<file path="src/rtl/reg_timeout_guard.sv">
// Register-interface timeout guard. Forwards requests to one slave and answers the
// master with an error response itself if the slave stays not-ready for TIMEOUT cycles.
package reg_timeout_guard_pkg;
    typedef struct packed {
        logic [31:0] addr;
        logic        write;
        logic [31:0] wdata;
        logic [3:0]  wstrb;
        logic        valid;
    } reg_req_t;

    typedef struct packed {
        logic [31:0] rdata;
        logic        error;
        logic        ready;
    } reg_rsp_t;
endpackage

module reg_timeout_guard #(
    parameter int unsigned   DW      = 32,
    parameter int unsigned   TIMEOUT = 256,
    parameter logic [DW-1:0] ERR_VAL = 32'hBADCAB1E,
    parameter int unsigned   CNT_W   = $clog2(TIMEOUT + 1),
    parameter type           req_t   = reg_timeout_guard_pkg::reg_req_t,
    parameter type           rsp_t   = reg_timeout_guard_pkg::reg_rsp_t
) (
    input  logic        clk_i,
    input  logic        rst_ni,
    input  req_t        req_i,
    output rsp_t        rsp_o,
    output req_t        req_o,
    input  rsp_t        rsp_i,
    input  logic        clr_i,
    output logic        timeout_o,
    output logic        timed_out_o,
    output logic [15:0] err_cnt_o
);

    if (TIMEOUT < 1) begin : g_bad_timeout
        $error("reg_timeout_guard: TIMEOUT must be >= 1");
    end

    typedef enum logic [1:0] {IDLE, WAIT, ERR} state_e;

    localparam logic [CNT_W-1:0] CNT_LAST = CNT_W'(TIMEOUT - 1);

    state_e           state_q, state_d;
    logic [CNT_W-1:0] cnt_q, cnt_d;
    logic             timed_out_q, timed_out_d;
    logic [15:0]      err_cnt_q, err_cnt_d;

    always_comb begin
        state_d     = state_q;
        cnt_d       = cnt_q;
        timed_out_d = timed_out_q;
        err_cnt_d   = err_cnt_q;
        if (clr_i) begin
            timed_out_d = 1'b0;
            err_cnt_d   = '0;
        end
        case (state_q)
            IDLE: begin
                if (req_i.valid && !rsp_i.ready) begin
                    state_d = (TIMEOUT == 1) ? ERR : WAIT;
                    cnt_d   = CNT_W'(1);
                end
            end
            WAIT: begin
                // A dropped valid is a master protocol violation: abandon silently.
                if (!req_i.valid || rsp_i.ready) begin
                    state_d = IDLE;
                    cnt_d   = '0;
                end else if (cnt_q == CNT_LAST) begin
                    state_d = ERR;
                end else begin
                    cnt_d = cnt_q + CNT_W'(1);
                end
            end
            ERR: begin
                state_d     = IDLE;
                cnt_d       = '0;
                timed_out_d = 1'b1;
                if (clr_i)
                    err_cnt_d = 16'd1;
                else if (err_cnt_q != 16'hFFFF)
                    err_cnt_d = err_cnt_q + 16'd1;
            end
            default: begin
                state_d = IDLE;
                cnt_d   = '0;
            end
        endcase
    end

    always_ff @(posedge clk_i) begin
        if (!rst_ni) begin
            state_q     <= IDLE;
            cnt_q       <= '0;
            timed_out_q <= 1'b0;
            err_cnt_q   <= '0;
        end else begin
            state_q     <= state_d;
            cnt_q       <= cnt_d;
            timed_out_q <= timed_out_d;
            err_cnt_q   <= err_cnt_d;
        end
    end

    // Zero-latency pass-through except in the single ERR cycle, where the guard answers.
    always_comb begin
        req_o     = req_i;
        rsp_o     = rsp_i;
        timeout_o = 1'b0;
        if (state_q == ERR) begin
            req_o.valid = 1'b0;
            rsp_o.ready = 1'b1;
            rsp_o.error = 1'b1;
            rsp_o.rdata = ERR_VAL;
            timeout_o   = 1'b1;
        end
        if (!rst_ni) begin
            req_o.valid = 1'b0;
            rsp_o.ready = 1'b0;
            rsp_o.error = 1'b0;
            timeout_o   = 1'b0;
        end
    end

    assign timed_out_o = timed_out_q;
    assign err_cnt_o   = err_cnt_q;

endmodule

</file>
<file path="config.mk">
export PLATFORM = sky130hd
export DESIGN_NAME = reg_timeout_guard
export DESIGN_NICKNAME = d
export VERILOG_FILES = /design/src/rtl/reg_timeout_guard.sv
export SDC_FILE = /design/constraint.sdc
export NUM_CORES = 1
export LEC_CHECK = 0
export CORE_AREA = 2 2 89 91
export CTS_CLUSTER_SIZE = 12
export DETAILED_ROUTE_END_ITERATION = 16
export DIE_AREA = 0 0 91 93
export MAX_ROUTING_LAYER = met4
export PLACE_DENSITY_LB_ADDON = 0.08
export SLEW_MARGIN = 5
export SYNTH_ARGS = -nofsm -noshare
export SYNTH_HDL_FRONTEND = slang
export SYNTH_SLANG_ARGS = --single-unit
</file>
<file path="constraint.sdc">
create_clock -name clk_i -period 4.05 [get_ports clk_i]
set_input_delay 0.81 -clock clk_i [delete_from_list [all_inputs] [get_ports clk_i]]
set_output_delay 0.81 -clock clk_i [all_outputs]
set_load 0.005 [all_outputs]
</file>
==> results.ini <==
[run_status]
status = complete, no violations

[power]
internal_power_uw = 482
power_leakage_nw = 0.964
p_clk_share_pct = 37.2
p_sw_share_pct = 20.6
power_density_nw_per_um2 = 224
vdd_drop_max_mv = 0.167
p_sw_uw = 125
p_seq_share_pct = 45.9
total_power_uw = 607
combPwrFrac_pct = 16.9

[synthesis]
synth_seq_area_share_pct = 26.0
synthArstFlopShare_pct = 0
syn_area_um2 = 2150
ys_ff_latch = 28
avgSynthCellArea_um2 = 8.06
ys_types = 41
synth-edff-count = 0
syn-num-nets = 377
synthCells = 267
synthFlopType = dfxtp_1
yosysWarnings = 0

[cells_and_area]
postLayoutCellArea_um2 = 2710
final_common_cell = clkdlybuf4s50_1
post_route_cells_drive_above_1_share_pct = 4.91
antenna_cells = 0
syn2layout_area_growth_pct = 26.1
fin_nets = 396
final_cell_mix = clkdlybuf4s50_1 (90), dfxtp_1 (28), nor2_1 (23), nand2b_1 (21), and2_1 (19)

[drt]
first_pass_iters = 4
wl_met1_mm = 2.18
dr_wl_met2_mm = 2.69
vias = 1719
via_per_inst = 4.44
routedWlPerCell_um = 13.9
first_iter_violations = 42
top_layer = met4
remaining_drc_errors = 0
detail-route-antenna-nets = 0
wl_met3_um = 259
routed_wl_mm = 5.37

[clock_network]
cts_resized = 0
hold_buffers = 0
insertion_delay_ns = 0.28
post_cts_buffers = 0
cts_tree = built
clock-root-buffer = clkbuf_8
clock-sinks = 28
path_clk_slew_ns = 0.09
cts-htree-levels = 1
clock_path_buffers = 2
cts_inserted_buffers = 3

[run]
cap_violations = 0

[placement]
io_buffers = 90
dpl.hpwl_mm = 4.27
placed_area_um2 = 2640
gp_congestion = 0.694

[sta]
finClkSkew_ns = 0.0118
hold_viol = 0
relSlewSlack_pct = 31.6
min_period_ns = 3.22
slew_violations = 0
worst_pin_slew_ns = 1.03
finalCritPeriodShare_pct = 79.5
tns_ns = 0
rsz0062_at_grt = false
setup_viol = 0
clock.fmax_ghz = 0.310

[setup_path]
cp.arrival_ns = 2.41
worstRegToRegCells = 6
path_class = reg2out
ff2ff_setup_slack_ns = 1.58
critPathLaunchType = flip-flop
critical_path.startpoint = state_q[1]$_SDFFE_PN0P_
rr_startpoint = state_q[1]$_SDFFE_PN0P_
cp.required_ns = 3.24
cp_max_fo = 32
endpoint_kind = primary output

[worst_hold_path]
hold_start = timed_out_o$_SDFFE_PN0P_
holdPathStages = 2
hold_path_class = reg2reg

[global_route]
grt_max_degree = 33
grt_use_total_pct = 13.0
grt_pass1_wl_mm = 8.65
grt_pass1_vias = 1730
antenna_found_initial = 0
grt.overflow.total = 0

[die]
ios = 229
initial_utilization_pct = 28.6
dieWidth_um = 91
coreArea_um2 = 7530
dieArea_um2 = 8460
die_y_um = 93
row_count = 32

==> per-stage QoR <==
stage,setup WS [ns],cells,hold slack (ns),utilization (%)
4_1_cts,0.784,387,0.470,36.1
2_1_floorplan,1.94,267,0.453,-
5_1_grt,0.533,387,0.482,36.1
3_5_place_dp,1.08,383,0.455,35.1
3_3_place_gp,1.10,383,0.451,35.1
6_report,0.829,387,0.464,36.1
==> cell usage after synthesis, types with 3 or more instances <==
| library cell | count | area (um2) |
|---|---|---|
| a21oi_1 | 5 | 25.0 |
| and2_1 | 19 | 119 |
| and3_1 | 3 | 18.8 |
| and4_1 | 3 | 26.3 |
| buf_4 | 69 | 518 |
| clkbuf_1 | 7 | 26.3 |
| dfxtp_1 | 28 | 561 |
| ha_1 | 3 | 37.5 |
| inv_1 | 3 | 11.3 |
| nand2_1 | 10 | 37.5 |
| nand2b_1 | 21 | 131 |
| nand3_1 | 5 | 25.0 |
| nand4_1 | 5 | 31.3 |
| nand4_2 | 3 | 37.5 |
| nor2_1 | 23 | 86.3 |
| nor2b_1 | 4 | 25.0 |
| nor3_1 | 5 | 25.0 |
| o211ai_1 | 3 | 22.5 |
| o21ai_0 | 5 | 25.0 |
| xnor2_1 | 7 | 61.3 |
| xor2_1 | 12 | 105 |
==> power by group through the flow <==
stage	logic (mW)	clock network [mW]	registers, mW
after floorplan	0.0842	0	0.284
after global placement	0.105	0	0.285
after detailed placement	0.105	0	0.285
after CTS	0.105	0.236	0.279
after global routing	0.111	0.246	0.279
final	0.103	0.226	0.279
==> path summary, 6_finish.rpt <==
kind                                            endpoint
worst max-delay path                            rsp_o[5]
worst min-delay path            timed_out_o$_SDFFE_PN0P_
worst max register to register   err_cnt_o[9]$_SDFF_PN0_
worst min register to register  timed_out_o$_SDFFE_PN0P_
==> area by class of cell <==
type / instances / area, um2
clock buffer: 3 / 41.3
sequential: 28 / 561
clock inverter: 1 / 30.0
timing repair buffer: 92 / 916
inverter: 3 / 11.3
multi-input combinational: 158 / 1030
tap: 102 / 128
fill: 814 / 4810
==> registers in the layout (all words and copies together) (netlist names) <==
register and count:
timed_out_o 1, err_cnt_o 16, state_q 2, cnt_q 9
==> kinds of logic (layout without fill, tap and decap cells) <==
kind of cell	count (synthesis)	count (layout)	share of synthesized area [%]
muxes	1	1	0.523
buffers and inverters	81	99	26.2
xor gates and xnor gates	19	19	7.73
DFF	28	28	26.0
AOI/OAI and AO/OA	24	24	7.15
adders and majority gates	3	3	1.74
and+or+nand+nor	111	111	30.6
==> layer usage <==
metal | vias to the layer above | global-route usage, %
met5 | - | -
met2 | 58 | 22.0
met3 | 34 | 0.967
li1 | 853 | -
met4 | 0 | 8.84
met1 | 774 | 14.9
==> worst max-delay path, stage by stage, from the launching register on <==
cell             delay (ns)
dfxtp_1                0.56
nand2b_1               0.63
buf_4                  0.38
nand2b_1               0.07
clkdlybuf4s50_1        0.49
(Power assumes the default switching activity.)
==> RTL edit, RTL diff (same settings) <==
Re-encode `state_e` (3 states) as one-hot, 3 bits wide.
--- a/src/rtl/reg_timeout_guard.sv
+++ b/src/rtl/reg_timeout_guard.sv
@@ -40,7 +40,7 @@
         $error("reg_timeout_guard: TIMEOUT must be >= 1");
     end
 
-    typedef enum logic [1:0] {IDLE, WAIT, ERR} state_e;
+    typedef enum logic [2:0] {IDLE = 3'b001, WAIT = 3'b010, ERR = 3'b100} state_e;
 
     localparam logic [CNT_W-1:0] CNT_LAST = CNT_W'(TIMEOUT - 1);
 
Check against the original RTL: same outputs for any inputs over 10 cycles, from zero or initial values and one cycle with rst_ni low; not proved beyond that.
==> RTL edit against the original RTL <==
First-iteration DRC count up 43%. Cell area up 3.7%. Sequential cell count up 1. Total power increased by 5.7%. Sequential share of layout area barely moved. Routed wire length rose by 5.6%. Worst setup slack improved by 0.13 ns. Maximum frequency grew 4.2%. Synthesized area increased by 3.7%. Synthesized cell count rose by 5.6%. Critical path type unchanged. Largest cell class unchanged.
==> RTL edit: results (changes against the original RTL) <==
Status
  – Status: finished, final reports clean (unchanged)

Synth
  – Compound-gate portion of the synthesized area: 12.5% (was 7.15%)
  – Synth cell count leaders: buf_4 (69), dfxtp_1 (29), or2_2 (20) (was buf_4 (69), dfxtp_1 (28), nor2_1 (23))
  – Net Count, Synth: 392 (was 377)
  – Synth area leaders: dfxtp_1 (26%), buf_4 (23%), or2_2 (5.6%) (was dfxtp_1 (26%), buf_4 (24%), nand2b_1 (6.1%))
  – Mux cell area share after synthesis: 3.59% (was 0.523%)
  – Syn_area_per_cell: 7.92 sq um (was 8.06 sq um)
  – Yosys cell types: 39 (was 41)
  – Synth Area in Adders: 1.68% (was 1.74%)
  – Sequential area share after synthesis: 26.0% (about the same)
  – XOR/XNOR share of the synthesized area: 0.392% (was 7.73%)

Routing
  – TritonRoute pass-1 iters: 4 (unchanged)
  – DR iter-0 viols: 60 (was 42)
  – Vias: 1879 (was 1719)
  – DR WL/cell: 14.0 um (was 13.9 um)
  – Avg Vias per Cell: 4.64 (was 4.44)

Placement
  – Routability cong.: 0.772 (was 0.694)
  – DP Wirelength: 4200 um (was 4270 um)
  – Placed Cells: 397 (was 383)
  – Post-Place Setup Slack: 0.966 ns (was 1.08 ns)
  – Port bufs: 90 (unchanged)
  – Dpl cell area: 2730 sq um (was 2640 sq um)

Worst setup path
  – R2r endpoint: err_cnt_o[2] (was err_cnt_o[9])
  – CP Max Fanout: 31 (was 32)
  – Reg2reg start: state_q[2] (was state_q[1])
  – Worst R2R Setup Slack: 1.67 ns (was 1.58 ns)
  – Worst Path Arrival: 2.28 ns (was 2.41 ns)
  – Crit-path slowest cell: clkdlybuf4s50_1 (was nand2b_1)
  – Crit-path max cell delay: 0.52 ns (was 0.63 ns)

Timing
  – Slew @ Worst Pin: 0.781 ns (was 1.03 ns)
  – # setup viols final: 0 (unchanged)
  – Clk_skew: 0.00911 ns (was 0.0118 ns)
  – Final worst slack: 0.959 ns (was 0.829 ns)

Global routing
  – First-pass GRT wire length: 8750 um (was 8650 um)
  – Vias in the first global route: 1739 (was 1730)
  – Met2 usage: 19.3% (was 22.0%)
  – Met1 GRT Util: 16.5% (was 14.9%)
  – Grt met3 use: 4.43% (was 0.967%)
  – Total GRT Usage: 12.9% (was 13.0%)
  – Largest net degree at the start of global routing: 32 (was 33)

Finish
  – NumNets Final: 412 (was 396)
  – Layout cells sized above 1: 12.2% (was 4.91%)
  – Fill count: 821 (was 814)

Power and ir drop
  – Sw Ratio: 24.3% (was 20.6%)
  – Peak supply drop: 0.109 mV (was 0.167 mV)
  – Leakage: 0.973 nW (was 0.964 nW)

CTS
  – Clock Pin Slew Worst Setup and Hold Paths: 0.06 ns (was 0.09 ns)
  – Cts bufs inserted: 5 (was 3)
  – Total setup buffers inserted after CTS: 0 (unchanged)
  – Max H-tree Level: 2 (was 1)
  – Post_cts resized: 0 (unchanged)

Worst hold path
  – Hold Path Depth: 1 (was 2)
==> RTL edit: changes by cell type after synthesis, sizes merged, moves of 8 or more <==
cell / delta
and2: -17
xor2: -11
nor2: -19
nand2b: -18
a21oi: +13
or2: +20
nand3: +10
nor2b: +14
mux2i: +8
==> RTL edit: final cells by class <==
type / instances / area, sq um / share of cell area, %
tap: 102 / 128 / 4.53
clock buffer: 6 / 72.6 / 2.58
multi-input combinational: 165 / 1070 / 38.0
clock inverter: 2 / 10.0 / 0.356
timing repair buffer: 93 / 923 / 32.8
sequential: 29 / 581 / 20.6
inverter: 8 / 30.0 / 1.07
==> RTL edit: worst reg2reg max path: stages (launching register included) <==
cell and delay (ns):
dfxtp_1 0.45, nor3b_2 0.48, buf_4 0.39, o41ai_2 0.24, buf_4 0.22, or3_2 0.41, a21oi_1 0.14
==> RTL edit: how the worst max path moves through the flow <==
stage                      endpoint  cells after the start        from  slack, ns
after floorplan           rsp_o[33]                      4  state_q[2]       1.85
after detailed placement  timeout_o                      3      rst_ni       0.97
final                      rsp_o[5]                      4  state_q[2]       0.96
after global placement    timeout_o                      3      rst_ni       0.97
after global routing       rsp_o[4]                      4  state_q[2]       0.76
after CTS                  rsp_o[5]                      4  state_q[2]       0.93
==> RTL edit: through the flow <==
stage	hold WS, ns	power [mW]
5_1_grt	0.485	0.673
3_5_place_dp	0.445	0.413
6_report	0.452	0.641
2_1_floorplan	0.450	0.388
4_1_cts	0.458	0.653
3_3_place_gp	0.458	0.414
==> RTL edit: power by group through the flow <==
| stage | sequential (mW) | combinational [mW] | clock [mW] |
|---|---|---|---|
| 2_1_floorplan | 0.296 | 0.0921 | 0 |
| 3_3_place_gp | 0.298 | 0.117 | 0 |
| 3_5_place_dp | 0.297 | 0.116 | 0 |
| 4_1_cts | 0.291 | 0.117 | 0.246 |
| 5_1_grt | 0.291 | 0.125 | 0.257 |
| 6_report | 0.291 | 0.116 | 0.235 |
==> RTL edit: logic make-up after synthesis <==
| family | after synthesis |
|---|---|
| mux | 8 |
| simple gates | 107 |
| flops | 29 |
| xor+xnor | 1 |
| compound gates | 46 |
| fa+ha+maj | 3 |
| buf+inv | 88 |
==> RTL edit: per-layer routing <==
layer / vias up / part of all wire [%]
li1: 942 / -
met1: 865 / 45
met2: 63 / 48
met3: 9 / 6.4
met4: 0 / 1.1
met5: - / 0
